<file path="config.mk">
export PLATFORM = sky130hd
export DESIGN_NAME = shift_deserializer
export DESIGN_NICKNAME = d
export VERILOG_FILES = /design/src/rtl/shift_deserializer.sv
export SDC_FILE = /design/constraint.sdc
export NUM_CORES = 1
export LEC_CHECK = 0
export ABC_AREA = 1
export BUFFER_PORTS_ARGS = -buffer_cell sky130_fd_sc_hd__buf_2
export CAP_MARGIN = 30
export CORE_MARGIN = 5
export CORE_UTILIZATION = 59
export CTS_CLUSTER_DIAMETER = 40
export DETAILED_ROUTE_END_ITERATION = 16
export PLACE_DENSITY_LB_ADDON = 0.2
export REMOVE_ABC_BUFFERS = 1
export SLEW_MARGIN = 15
export SYNTH_ARGS = -nofsm -noshare
export SYNTH_HDL_FRONTEND = slang
export SYNTH_SLANG_ARGS = --single-unit
</file>
<file path="constraint.sdc">
create_clock -name clk -period 2.35 [get_ports clk]
set_input_delay 0.3525 -clock clk [delete_from_list [all_inputs] [get_ports clk]]
set_output_delay 0.3525 -clock clk [all_outputs]
set_load 0.03 [all_outputs]
</file>
<file path="src/rtl/shift_deserializer.sv">
// Serial-in/parallel-out receiver with a double-buffered, valid/ready output register.
// Words arrive LSB-first or MSB-first; the order is chosen by dir at the first bit of each word.
module shift_deserializer #(
    parameter int unsigned WIDTH = 8
) (
    input  logic                       clk,
    input  logic                       reset_n,
    input  logic                       sin,
    input  logic                       sin_valid,
    input  logic                       frame,
    input  logic                       dir,
    input  logic                       q_ready,
    input  logic                       clr_ovr,
    output logic [WIDTH-1:0]           q,
    output logic                       q_valid,
    output logic                       overrun,
    output logic [$clog2(WIDTH+1)-1:0] bit_cnt
);

    localparam int unsigned CW = $clog2(WIDTH + 1);

    typedef enum logic {
        IDLE,
        RECV
    } state_t;

    state_t           state, state_nxt;
    logic [WIDTH-1:0] sr, sr_nxt;
    logic [WIDTH-1:0] q_nxt;
    logic [CW-1:0]    cnt_nxt;
    logic             dir_lat, dir_nxt;
    logic             q_valid_nxt;
    logic             ovr_nxt;
    logic             word_done;

    // One bit into the assembly register in the latched order.
    function automatic logic [WIDTH-1:0] shift_in(input logic [WIDTH-1:0] cur,
                                                  input logic b,
                                                  input logic msb_first);
        return msb_first ? {cur[WIDTH-2:0], b} : {b, cur[WIDTH-1:1]};
    endfunction

    always_ff @(posedge clk or negedge reset_n) begin
        if (!reset_n) begin
            state   <= IDLE;
            sr      <= '0;
            dir_lat <= 1'b0;
            bit_cnt <= '0;
            q       <= '0;
            q_valid <= 1'b0;
            overrun <= 1'b0;
        end else begin
            state   <= state_nxt;
            sr      <= sr_nxt;
            dir_lat <= dir_nxt;
            bit_cnt <= cnt_nxt;
            q       <= q_nxt;
            q_valid <= q_valid_nxt;
            overrun <= ovr_nxt;
        end
    end

    always_comb begin
        state_nxt   = state;
        sr_nxt      = sr;
        dir_nxt     = dir_lat;
        cnt_nxt     = bit_cnt;
        q_nxt       = q;
        q_valid_nxt = q_valid;
        ovr_nxt     = overrun;
        word_done   = 1'b0;

        unique case (state)
            IDLE: begin
                if (sin_valid && frame) begin
                    dir_nxt   = dir;
                    sr_nxt    = shift_in(sr, sin, dir);
                    cnt_nxt   = CW'(1);
                    state_nxt = RECV;
                end
            end
            RECV: begin
                // Frame drop abandons the partial word; the output stage is untouched.
                if (!frame) begin
                    cnt_nxt   = '0;
                    state_nxt = IDLE;
                end else if (sin_valid) begin
                    sr_nxt = shift_in(sr, sin, dir_lat);
                    if (bit_cnt == CW'(WIDTH - 1)) begin
                        word_done = 1'b1;
                        cnt_nxt   = '0;
                        state_nxt = IDLE;
                    end else begin
                        cnt_nxt = bit_cnt + CW'(1);
                    end
                end
            end
            default: begin
                cnt_nxt   = '0;
                state_nxt = IDLE;
            end
        endcase

        if (clr_ovr) begin
            ovr_nxt = 1'b0;
        end

        // Output stage: a completed word needs a free (or freeing) slot, otherwise it is dropped.
        if (word_done) begin
            if (!q_valid || q_ready) begin
                q_nxt       = sr_nxt;
                q_valid_nxt = 1'b1;
            end else begin
                ovr_nxt = 1'b1;
            end
        end else if (q_valid && q_ready) begin
            q_valid_nxt = 1'b0;
        end
    end

endmodule
</file>
==> results.sh, run 1 <==
export IMPL_status="completed"
export IMPL_antenna_found_initial=0
export IMPL_whs_ns=0.199
export IMPL_areaGrowthSynthToFinish_pct=13.6
export IMPL_layout_nets=209
export IMPL_drc=0
export IMPL_fin_tns_setup_ns=0
export IMPL_start_util_pct=60.7
export IMPL_dr_pass1_iters=4
export IMPL_vias=1201
export IMPL_min_period_ns=1.52
export IMPL_die_h_um=57.5
export IMPL_crit_type="flip-flop to flip-flop"
export IMPL_post_drt_wl_per_cell_um=12.6
export IMPL_yosysUniqueCellTypes=23
export IMPL_max_clock_path_buffers=2
export IMPL_dpl_hpwl_mm=2.13
export IMPL_grt_pass1_wl_mm=5.26
export IMPL_grt_start_max_net_pins=25
export IMPL_cts_max_level=1
export IMPL_io_pins=22
export IMPL_clk_pin_slew_worst_paths_ns=0.15
export IMPL_ys_seq_area_share_pct=45.2
export IMPL_dieArea_mm2=0.00330
export IMPL_clock_latency_ns=0.34
export IMPL_numCtsBuffers=3
export IMPL_grtUsageTotal_pct=20.1
export IMPL_grt_overflow=0
export IMPL_ir_drop_uv=438
export IMPL_num_rows=17
export IMPL_postSynthCellCount=176
export IMPL_ctsHoldBuffers=1
export IMPL_leakage_nw=0.849
export IMPL_drv_slew=0
export IMPL_cts_root_buf="clkbuf_4"
export IMPL_place_gp_congestion=0.820
export IMPL_most_common_layout_cells="nand2_1 (74), dfrtp_1 (24), buf_2 (21)"
export IMPL_avgSynthCellArea_um2=7.56
export IMPL_p_per_area_mw_per_mm2=721
export IMPL_finalSetupViolCount=0
export IMPL_syn_area_mm2=0.00133
export IMPL_cts_sink_count=24
export IMPL_cp_max_fo=9
export IMPL_final_setup_worst_slack_ns=0.831
export IMPL_hp_class="input pin to flip-flop"
export IMPL_antenna_cells=0
export IMPL_post_cts_setup_buffers=0
export IMPL_cp_start_kind="flip-flop"
export IMPL_ant_nets=0
export IMPL_hold_viol_final=0
export IMPL_io_buffers=21
export IMPL_fin_crit_sh_pct=64.7
export IMPL_synth_seq_cells=24
export IMPL_crit_path_end_kind="flip-flop"
export IMPL_ctsResizeCount=0
export IMPL_via_per_inst=5.29
export IMPL_max_slew_margin_pct=65.0
export IMPL_worst_ep_arrival_time_ns=1.75
export IMPL_ys_warn_count=0
export IMPL_cts_tree="yes"
export IMPL_worst_pin_slew_ns=0.525
export IMPL_drv_cap=0
export IMPL_dp_worst_setup_slack_ns=0.869
export IMPL_drt_wl_total_mm=2.86
export IMPL_drt_initial_drc_count=29
export IMPL_reg2reg_setup_slack_ns=0.83
export IMPL_grt_pass1_vias=1197
export IMPL_die_w_um=57.5
export IMPL_skew_ns=0.0166
export IMPL_fmax_ghz=0.658
export IMPL_core_mm2=0.00219
export IMPL_grt_setup_unrepaired="false"
export IMPL_drive_gt1_share_pct=22.6
export IMPL_cp_required_ns=2.58
export IMPL_final_common_cell="nand2_1"
## cells by family (layout without fill, tap and decap cells)
logic type / count (synthesis) / in the layout / synth area share, %
simple gates: 106 / 106 / 38.1
buf+inv: 29 / 52 / 9.13
flops: 24 / 24 / 45.2
compound gates: 16 / 16 / 6.68
fa+ha+maj: 1 / 1 / 0.941
## synth_stat cells, drive strengths merged
| master | instances | area share (%) |
|---|---|---|
| o22ai | 1 | 0.47 |
| nor2 | 7 | 4.5 |
| buf | 3 | 1.6 |
| or2 | 1 | 0.47 |
| nand3 | 20 | 10 |
| o21ai | 14 | 5.6 |
| inv | 26 | 7.5 |
| nand2 | 76 | 22 |
| a22o | 1 | 0.66 |
| nand4 | 2 | 0.94 |
| ha | 1 | 0.94 |
| dfrtp | 24 | 45 |
## flip-flops by register name, summed over array words and instances, names as in the netlist
signal / count
sr: 8
state: 1
bit_cnt: 4
dir_lat: 1
q_valid: 1
overrun: 1
q: 8
## worst paths after layout
path / start / end / cells after the start
setup reg to reg: bit_cnt[0]$_DFFE_PN0P_ / q[2]$_DFFE_PN0P_ / 8
hold reg to reg: q[1]$_DFFE_PN0P_ / q[1]$_DFFE_PN0P_ / 2
max in group asynchronous: reset_n / overrun$_DFF_PN0_ / 2
setup / recovery: bit_cnt[0]$_DFFE_PN0P_ / q[2]$_DFFE_PN0P_ / 8
min in group asynchronous: reset_n / dir_lat$_DFFE_PN0P_ / 2
hold / removal: clr_ovr / overrun$_DFF_PN0_ / 2
## critical path, cell delays in order (launching register included)
cell     delay, ns
dfrtp_1       0.47
ha_1          0.20
nand2_1       0.10
nor2_4        0.14
nand3_4       0.12
nor2_8        0.18
inv_4         0.07
nand2_1       0.07
nand2_1       0.05
## final cells by class
cell class | instances | area [um2]
Inverter | 26 | 100
Fill cell | 178 | 679
Sequential cell | 24 | 601
Timing Repair Buffer | 22 | 115
Clock buffer | 3 | 22.5
Tap cell | 28 | 35.0
Multi-Input combinational cell | 123 | 608
Clock inverter | 1 | 30.0
## power breakdown
group | internal (mW) | switching, mW
registers | 0.463 | 0.0628
clock network | 0.173 | 0.137
logic | 0.0887 | 0.166
## metal layers
layer  track usage [%]  wire length, um  part of all wire, %  vias up
li1                  -                -                    -      593
met1              24.5             1200                   42      570
met2              34.2             1460                   51       29
met3              3.62              134                  4.7        9
met4              9.27               70                  2.4        0
met5                 0                0                    0        -
## metrics by stage
stage | total power [mW] | cell area (um2) | std cells | util (%)
global placement | 0.771 | 1450 | 222 | 66.1
detailed placement | 0.783 | 1450 | 222 | 66.1
finish | 1.09 | 1510 | 227 | 69.0
CTS | 1.09 | 1510 | 227 | 69.0
global route | 1.16 | 1510 | 227 | 69.0
floorplan | 0.701 | 1310 | 173 | -
Note: power is estimated with default switching activity, not from simulation.
==> inputs of run 2 (changes only) <==
--- a/config.mk
+++ b/config.mk
@@ -5,11 +5,11 @@
 export SDC_FILE = /design/constraint.sdc
 export NUM_CORES = 1
 export LEC_CHECK = 0
-export ABC_AREA = 1
+export ABC_AREA = 0
 export BUFFER_PORTS_ARGS = -buffer_cell sky130_fd_sc_hd__buf_2
 export CAP_MARGIN = 30
 export CORE_MARGIN = 5
-export CORE_UTILIZATION = 59
+export CORE_UTILIZATION = 54
 export CTS_CLUSTER_DIAMETER = 40
 export DETAILED_ROUTE_END_ITERATION = 16
 export PLACE_DENSITY_LB_ADDON = 0.2
==> constraint.sdc (replaced) <==
create_clock -name clk -period 1.4 [get_ports clk]
set_input_delay 0.21 -clock clk [delete_from_list [all_inputs] [get_ports clk]]
set_output_delay 0.21 -clock clk [all_outputs]
set_load 0.03 [all_outputs]
==> run 2 against run 1 <==
  * The run now ends with negative setup slack left
  * Power is 49% higher
  * Sequential share of layout area shrank 1.1 points
  * Count of clock-buffer cells in the layout increased by 1
  * Critical path type unchanged
  * Highest routed layer unchanged
==> results.sh, run 2 <==
export IMPL_top_regs="q: 8 flops, sr: 8 flops, bit_cnt: 4 flops"
export IMPL_dpl_hpwl_mm=1.99
export IMPL_combinationalPowerShare_pct=22.5
export IMPL_max_clock_path_buffers=2
export IMPL_io_buffers=21
export IMPL_cp_start_kind="flip-flop"
export IMPL_synth_area_leaders="dfrtp_1 (46%), mux2i_1 (14%), mux2_4 (8.1%)"
export IMPL_post_drt_wl_per_cell_um=15.2
export IMPL_postSynthCellCount=116
export IMPL_final_common_cell="dfrtp_1"
export IMPL_synth_seq_cells=24
export IMPL_synth_common_cells="dfrtp_1 (24), mux2i_1 (18), nor2_1 (16)"
export IMPL_drc=0
export IMPL_cts_max_level=1
export IMPL_status="complete, but fails checks"
export IMPL_die_w_um=58.9
export IMPL_netSwitchingPower_mw=0.494
export IMPL_crit_buf_inv=0
export IMPL_reg2reg_setup_slack_ns=-0.10
export IMPL_ys_warn_count=0
export IMPL_dieArea_mm2=0.00347
export IMPL_cpPeakStageDelay_ns=0.39
export IMPL_skew_ns=0.00384
export IMPL_antenna_cells=0
export IMPL_crit_type="flip-flop to flip-flop"
export IMPL_fin_area_mm2=0.00155
export IMPL_power_share_clock_pct=22.7
export IMPL_die_h_um=58.9
export IMPL_syn_area_mm2=0.00129
export IMPL_via_per_inst=5.65
export IMPL_timing_rr_end="q[3]$_DFFE_PN0P_"
export IMPL_drv_slew=0
export IMPL_fin_tns_setup_ns=-0.637
export IMPL_grt_pass1_wl_mm=4.53
export IMPL_worst_ep_arrival_time_ns=1.72
export IMPL_antenna_found_initial=0
export IMPL_layout_nets=159
export IMPL_crit_chain="ha_2, and3b_1, and3b_4, mux2_4"
export IMPL_hold_viol_final=0
export IMPL_r2r_start="bit_cnt[0]$_DFFE_PN0P_"
export IMPL_final_util_pct=68.9
export IMPL_ir_drop_uv=822
export IMPL_crit_path_end_kind="flip-flop"
export IMPL_leakage_nw=0.823
export IMPL_grt_setup_unrepaired="true"
export IMPL_r2r_cells=4
export IMPL_yosysTopAreaCellShare_pct=46.4
export IMPL_finalSetupViolCount=7
export IMPL_seqPwrFrac_pct=54.8
export IMPL_grtUsageTotal_pct=17.0
export IMPL_clk_pin_slew_worst_paths_ns=0.13
export IMPL_cts_tree="yes"
export IMPL_crit_end="q[3]$_DFFE_PN0P_"
export IMPL_place_gp_congestion=0.811
export IMPL_num_rows=17
export IMPL_drt_initial_drc_count=31
export IMPL_cts_sink_count=24
export IMPL_max_slew_margin_pct=64.0
export IMPL_worst_pin_slew_ns=0.540
export IMPL_p_total_mw=1.63
export IMPL_io_pins=22
export IMPL_p_int_mw=1.13
export IMPL_cp_required_ns=1.61
export IMPL_most_common_layout_cells="dfrtp_1 (24), buf_2 (21), mux2i_1 (18)"
export IMPL_areaGrowthSynthToFinish_pct=20.1
export IMPL_ys_seq_area_share_pct=46.4
export IMPL_min_period_ns=1.50
export IMPL_violations="negative setup slack"
export IMPL_vias=1000
export IMPL_numCtsBuffers=3
export IMPL_core_mm2=0.00225
export IMPL_synth_largest_area_cell="dfrtp_1"
export IMPL_avgSynthCellArea_um2=11.2
export IMPL_cp_max_fo=8
export IMPL_synthFlopType="dfrtp_1"
export IMPL_grt_pass1_vias=1028
export IMPL_grt_overflow=0
export IMPL_start_util_pct=57.4
export IMPL_drive_gt1_share_pct=34.9
export IMPL_startpoint="bit_cnt[0]$_DFFE_PN0P_"
export IMPL_swShare_pct=30.3
export IMPL_dr_pass1_iters=4
export IMPL_ant_nets=0
export IMPL_cp_num_cells=4
export IMPL_dpl_cell_area_mm2=0.00151
export IMPL_grt_start_max_net_pins=25
export IMPL_hp_class="input pin to flip-flop"
export IMPL_final_setup_worst_slack_ns=-0.100
export IMPL_async_flop_share_pct=100
export IMPL_cts_root_buf="clkbuf_4"
export IMPL_drv_cap=0
export IMPL_drt_wl_total_mm=2.69
export IMPL_crit_family="simple AND/OR/NAND/NOR gates"
export IMPL_fmax_ghz=0.667
export IMPL_fin_crit_sh_pct=107
export IMPL_p_per_area_mw_per_mm2=1050
export IMPL_synth_edf_count=0
export IMPL_yosysUniqueCellTypes=27
export IMPL_clock_latency_ns=0.31
export IMPL_yosysMostFrequentCell="dfrtp_1"
export IMPL_crit_slowest_cell="dfrtp_1"
==> run 2: cell types whose count changed in the layout (fill, tap and decap cells not counted), sizes merged, moves of 9 or more <==
| cell | previous run | this run |
|---|---|---|
| mux2i | 0 | 18 |
| nor2 | 7 | 16 |
| mux2 | 0 | 9 |
| nand2 | 76 | 4 |
| nand3 | 20 | 3 |
| inv | 26 | 3 |
| buf | 21 | 35 |
==> run 2: power groups by stage <==
stage / sequential (mW) / combinational, mW / clock (mW)
after floorplan: 0.897 / 0.217 / 0
after global placement: 0.894 / 0.342 / 0
after detailed placement: 0.903 / 0.355 / 0
after CTS: 0.889 / 0.362 / 0.375
after global routing: 0.907 / 0.412 / 0.405
final: 0.892 / 0.365 / 0.369
==> run 2: final cells by class <==
cell class / instances / area (um2)
clock buffers: 4 / 36.3
flip-flops and latches: 24 / 601
well taps: 28 / 35.0
fillers: 185 / 701
multi-input cells: 82 / 651
repair buffers: 36 / 220
inverters: 3 / 11.3
==> run 2: cell families after synthesis <==
group	after synthesis	synth area share, %
mux	27	23.8
buf+inv	10	4.16
fa+ha+maj	1	0.967
compound gates	20	10.5
simple gates	34	14.1
flops	24	46.4
==> run 2: per-stage QoR <==
stage                     hold slack [ns]  std cells  setup WS, ns
final                              0.0610        177        -0.100
after global routing               0.0482        177        -0.166
after CTS                          0.0565        177        -0.123
after detailed placement            0.217        172        -0.156
after global placement              0.214        172        -0.111
after floorplan                   -0.0856        109        -0.473
==> run 2: routing by layer <==
layer	vias to the layer above	GRT usage, %	share of wire [%]
li1	481	-	-
met1	501	21.3	43
met2	14	28.9	53
met3	4	2.41	3.0
met4	0	7.44	1.1
met5	-	0	0
==> run 2: worst min path at each step <==
stage | start | endpoint | slack, ns | cells after the start
2_1_floorplan | reset_n | bit_cnt[0]$_DFFE_PN0P_ | -0.09 | 0
3_3_place_gp | reset_n | bit_cnt[1]$_DFFE_PN0P_ | 0.21 | 1
3_5_place_dp | reset_n | bit_cnt[2]$_DFFE_PN0P_ | 0.22 | 1
4_1_cts | clr_ovr | overrun$_DFF_PN0_ | 0.06 | 2
5_1_grt | clr_ovr | overrun$_DFF_PN0_ | 0.05 | 2
6_report | clr_ovr | overrun$_DFF_PN0_ | 0.06 | 2
==> run 2: repair_timing <==
action,CTS,global route
endpoints found under the hold margin,24,0
pin swaps,3,1
setup buffers,1,1
setup endpoints to repair,8,9
resized for setup,2,3
hold buffers,1,0
==> run 2: worst reg2reg max path: cells and delay by family, from the launching register on <==
family	cells	cell delay, ns
adder cells (fa/ha/maj)	1	0.18
flip-flops	1	0.39
multiplexers	1	0.33
AND/OR/NAND/NOR	2	0.51
==> inputs of run 3 (changes only) <==
--- a/config.mk
+++ b/config.mk
@@ -8,8 +8,10 @@
 export ABC_AREA = 0
 export BUFFER_PORTS_ARGS = -buffer_cell sky130_fd_sc_hd__buf_2
 export CAP_MARGIN = 30
+export CELL_PAD_IN_SITES_DETAIL_PLACEMENT = 0
+export CELL_PAD_IN_SITES_GLOBAL_PLACEMENT = 2
 export CORE_MARGIN = 5
-export CORE_UTILIZATION = 54
+export CORE_UTILIZATION = 35
 export CTS_CLUSTER_DIAMETER = 40
 export DETAILED_ROUTE_END_ITERATION = 16
 export PLACE_DENSITY_LB_ADDON = 0.2
==> run 3 against run 2 <==
  * The run still ends with negative setup slack left
  * Register-to-register slack lost 0.03 ns
  * Power grew 6.2%
  * Clock power grew 25%
  * Sequential power is essentially flat
  * Routed wire length grew 7.9%
  * Combinational power grew 2%
  * Global-route usage shrank 5.0 points
  * Non-clock buffer count grew 2
  * Setup slack lost 0.029 ns
  * Design area grew 4.3%
  * First-iteration DRC count shrank 45%
  * Critical path type unchanged
==> results.sh, run 3 (same netlist as run 2, synthesis figures left out) <==
export IMPL_grt_start_max_net_pins=25
export IMPL_cp_required_ns=1.55
export IMPL_reg2reg_setup_slack_ns=-0.13
export IMPL_post_drt_wl_per_cell_um=14.6
export IMPL_io_pins=22
export IMPL_die_h_um=70.8
export IMPL_cts_root_buf="clkbuf_8"
export IMPL_grt_pass1_wl_mm=4.84
export IMPL_drive_gt1_share_pct=35.1
export IMPL_drv_cap=0
export IMPL_core_mm2=0.00363
export IMPL_dpl_hpwl_mm=2.07
export IMPL_r2r_cells=5
export IMPL_netSwitchingPower_mw=0.497
export IMPL_cp_max_fo=8
export IMPL_skew_ns=0.00285
export IMPL_ir_drop_uv=636
export IMPL_combinationalPowerShare_pct=21.5
export IMPL_max_clock_path_buffers=2
export IMPL_swShare_pct=28.8
export IMPL_dr_pass1_iters=4
export IMPL_start_util_pct=35.6
export IMPL_most_common_layout_cells="dfrtp_1 (24), buf_2 (21), mux2i_1 (18)"
export IMPL_numCtsBuffers=3
export IMPL_violations="negative setup slack"
export IMPL_layout_nets=161
export IMPL_crit_type="flip-flop to flip-flop"
export IMPL_drt_initial_drc_count=17
export IMPL_worst_ep_arrival_time_ns=1.68
export IMPL_finalSetupViolCount=7
export IMPL_cp_start_kind="flip-flop"
export IMPL_final_setup_worst_slack_ns=-0.130
export IMPL_seqPwrFrac_pct=51.8
export IMPL_min_period_ns=1.53
export IMPL_cts_max_level=1
export IMPL_cts_tree="yes"
export IMPL_leakage_nw=0.846
export IMPL_drc=0
export IMPL_dp_worst_setup_slack_ns=-0.324
export IMPL_final_util_pct=44.6
export IMPL_place_gp_congestion=0.743
export IMPL_min_to="overrun$_DFF_PN0_"
export IMPL_grt_overflow=0
export IMPL_hold_viol_final=0
export IMPL_clock_latency_ns=0.26
export IMPL_p_per_area_mw_per_mm2=1070
export IMPL_top_regs="q: 8 flops, sr: 8 flops, bit_cnt: 4 flops"
export IMPL_clk_pin_slew_worst_paths_ns=0.08
export IMPL_num_rows=22
export IMPL_die_w_um=70.8
export IMPL_io_buffers=21
export IMPL_dieArea_mm2=0.00501
export IMPL_antenna_found_initial=0
export IMPL_drt_wl_total_mm=2.90
export IMPL_p_int_mw=1.23
export IMPL_antenna_cells=0
export IMPL_grtUsageTotal_pct=12.0
export IMPL_hp_class="input pin to flip-flop"
export IMPL_ant_nets=0
export IMPL_areaGrowthSynthToFinish_pct=25.3
export IMPL_max_slew_margin_pct=64.1
export IMPL_power_share_clock_pct=26.7
export IMPL_vias=977
export IMPL_holdPathStages=2
export IMPL_final_common_cell="dfrtp_1"
export IMPL_crit_path_end_kind="flip-flop"
export IMPL_min_from="clr_ovr"
export IMPL_fin_crit_sh_pct=109
export IMPL_p_total_mw=1.73
export IMPL_cts_sink_count=24
export IMPL_via_per_inst=4.91
export IMPL_fmax_ghz=0.654
export IMPL_status="complete, but fails checks"
export IMPL_grt_pass1_vias=997
export IMPL_r2r_start="bit_cnt[1]$_DFFE_PN0P_"
export IMPL_drv_slew=0
export IMPL_timing_rr_end="q[5]$_DFFE_PN0P_"
export IMPL_grt_setup_unrepaired="true"
export IMPL_worst_pin_slew_ns=0.538
-- run 3: cell count changes in the layout (fill, tap and decap cells not counted), sizes merged --
cell,delta
buf,+2
-- run 3: layer usage --
layer  vias to the layer above  global-route usage (%)  routed length, um
met3                         2                    3.55                109
met5                         -                       0                  0
li1                        484                       -                  -
met2                        18                    17.6               1290
met1                       473                    17.9               1500
met4                         0                    1.25                 10
-- run 3: critical path, cell delays in order (launching register included) --
cell	delay [ns]
dfrtp_1	0.39
ha_2	0.19
and3b_1	0.18
and3b_2	0.21
buf_12	0.15
mux2_4	0.29
-- run 3: area by class of cell --
type                            instances  area (um2)
Sequential cell                        24         601
Inverter                                3        11.3
Tap cell                               48        60.1
Fill cell                             368        2010
Multi-Input combinational cell         82         643
Clock buffer                            4        55.1
Timing Repair Buffer                   38         251
-- run 3: repair_timing --
| item | 4_1_cts | 5_1_grt |
|---|---|---|
| hold buffers | 1 | 0 |
| endpoints found under the setup margin | 8 | 8 |
| cloned | 0 | 0 |
| hold endpoints to repair | 24 | 0 |
| resized for setup | 2 | 2 |
| pin swaps | 2 | 1 |
| setup buffers | 1 | 3 |
-- run 3: power by group through the flow --
stage / combinational [mW] / clock [mW] / sequential (mW)
after floorplan: 0.217 / 0 / 0.897
after global placement: 0.347 / 0 / 0.900
after detailed placement: 0.354 / 0 / 0.905
after CTS: 0.360 / 0.482 / 0.894
after global routing: 0.415 / 0.506 / 0.907
final: 0.371 / 0.462 / 0.895
-- run 3: stage by stage --
stage / instance area (um2) / std cells / hold slack [ns] / TNS, ns
after floorplan: 1250 / 109 / -0.0856 / -3.63
after global placement: 1510 / 190 / 0.224 / -1.83
after detailed placement: 1510 / 190 / 0.225 / -2.42
after CTS: 1600 / 196 / 0.116 / -0.808
after global routing: 1620 / 199 / 0.119 / -1.11
final: 1620 / 199 / 0.124 / -0.853
-- run 3: worst max path at each step --
stage | end | slack (ns) | start | depth (start not counted)
2_1_floorplan | q[1]$_DFFE_PN0P_ | -0.47 | bit_cnt[0]$_DFFE_PN0P_ | 4
3_3_place_gp | q[6]$_DFFE_PN0P_ | -0.25 | bit_cnt[0]$_DFFE_PN0P_ | 4
3_5_place_dp | q[5]$_DFFE_PN0P_ | -0.32 | bit_cnt[1]$_DFFE_PN0P_ | 4
4_1_cts | q[5]$_DFFE_PN0P_ | -0.12 | bit_cnt[0]$_DFFE_PN0P_ | 5
5_1_grt | q[6]$_DFFE_PN0P_ | -0.17 | bit_cnt[1]$_DFFE_PN0P_ | 5
6_report | q[5]$_DFFE_PN0P_ | -0.13 | bit_cnt[1]$_DFFE_PN0P_ | 5
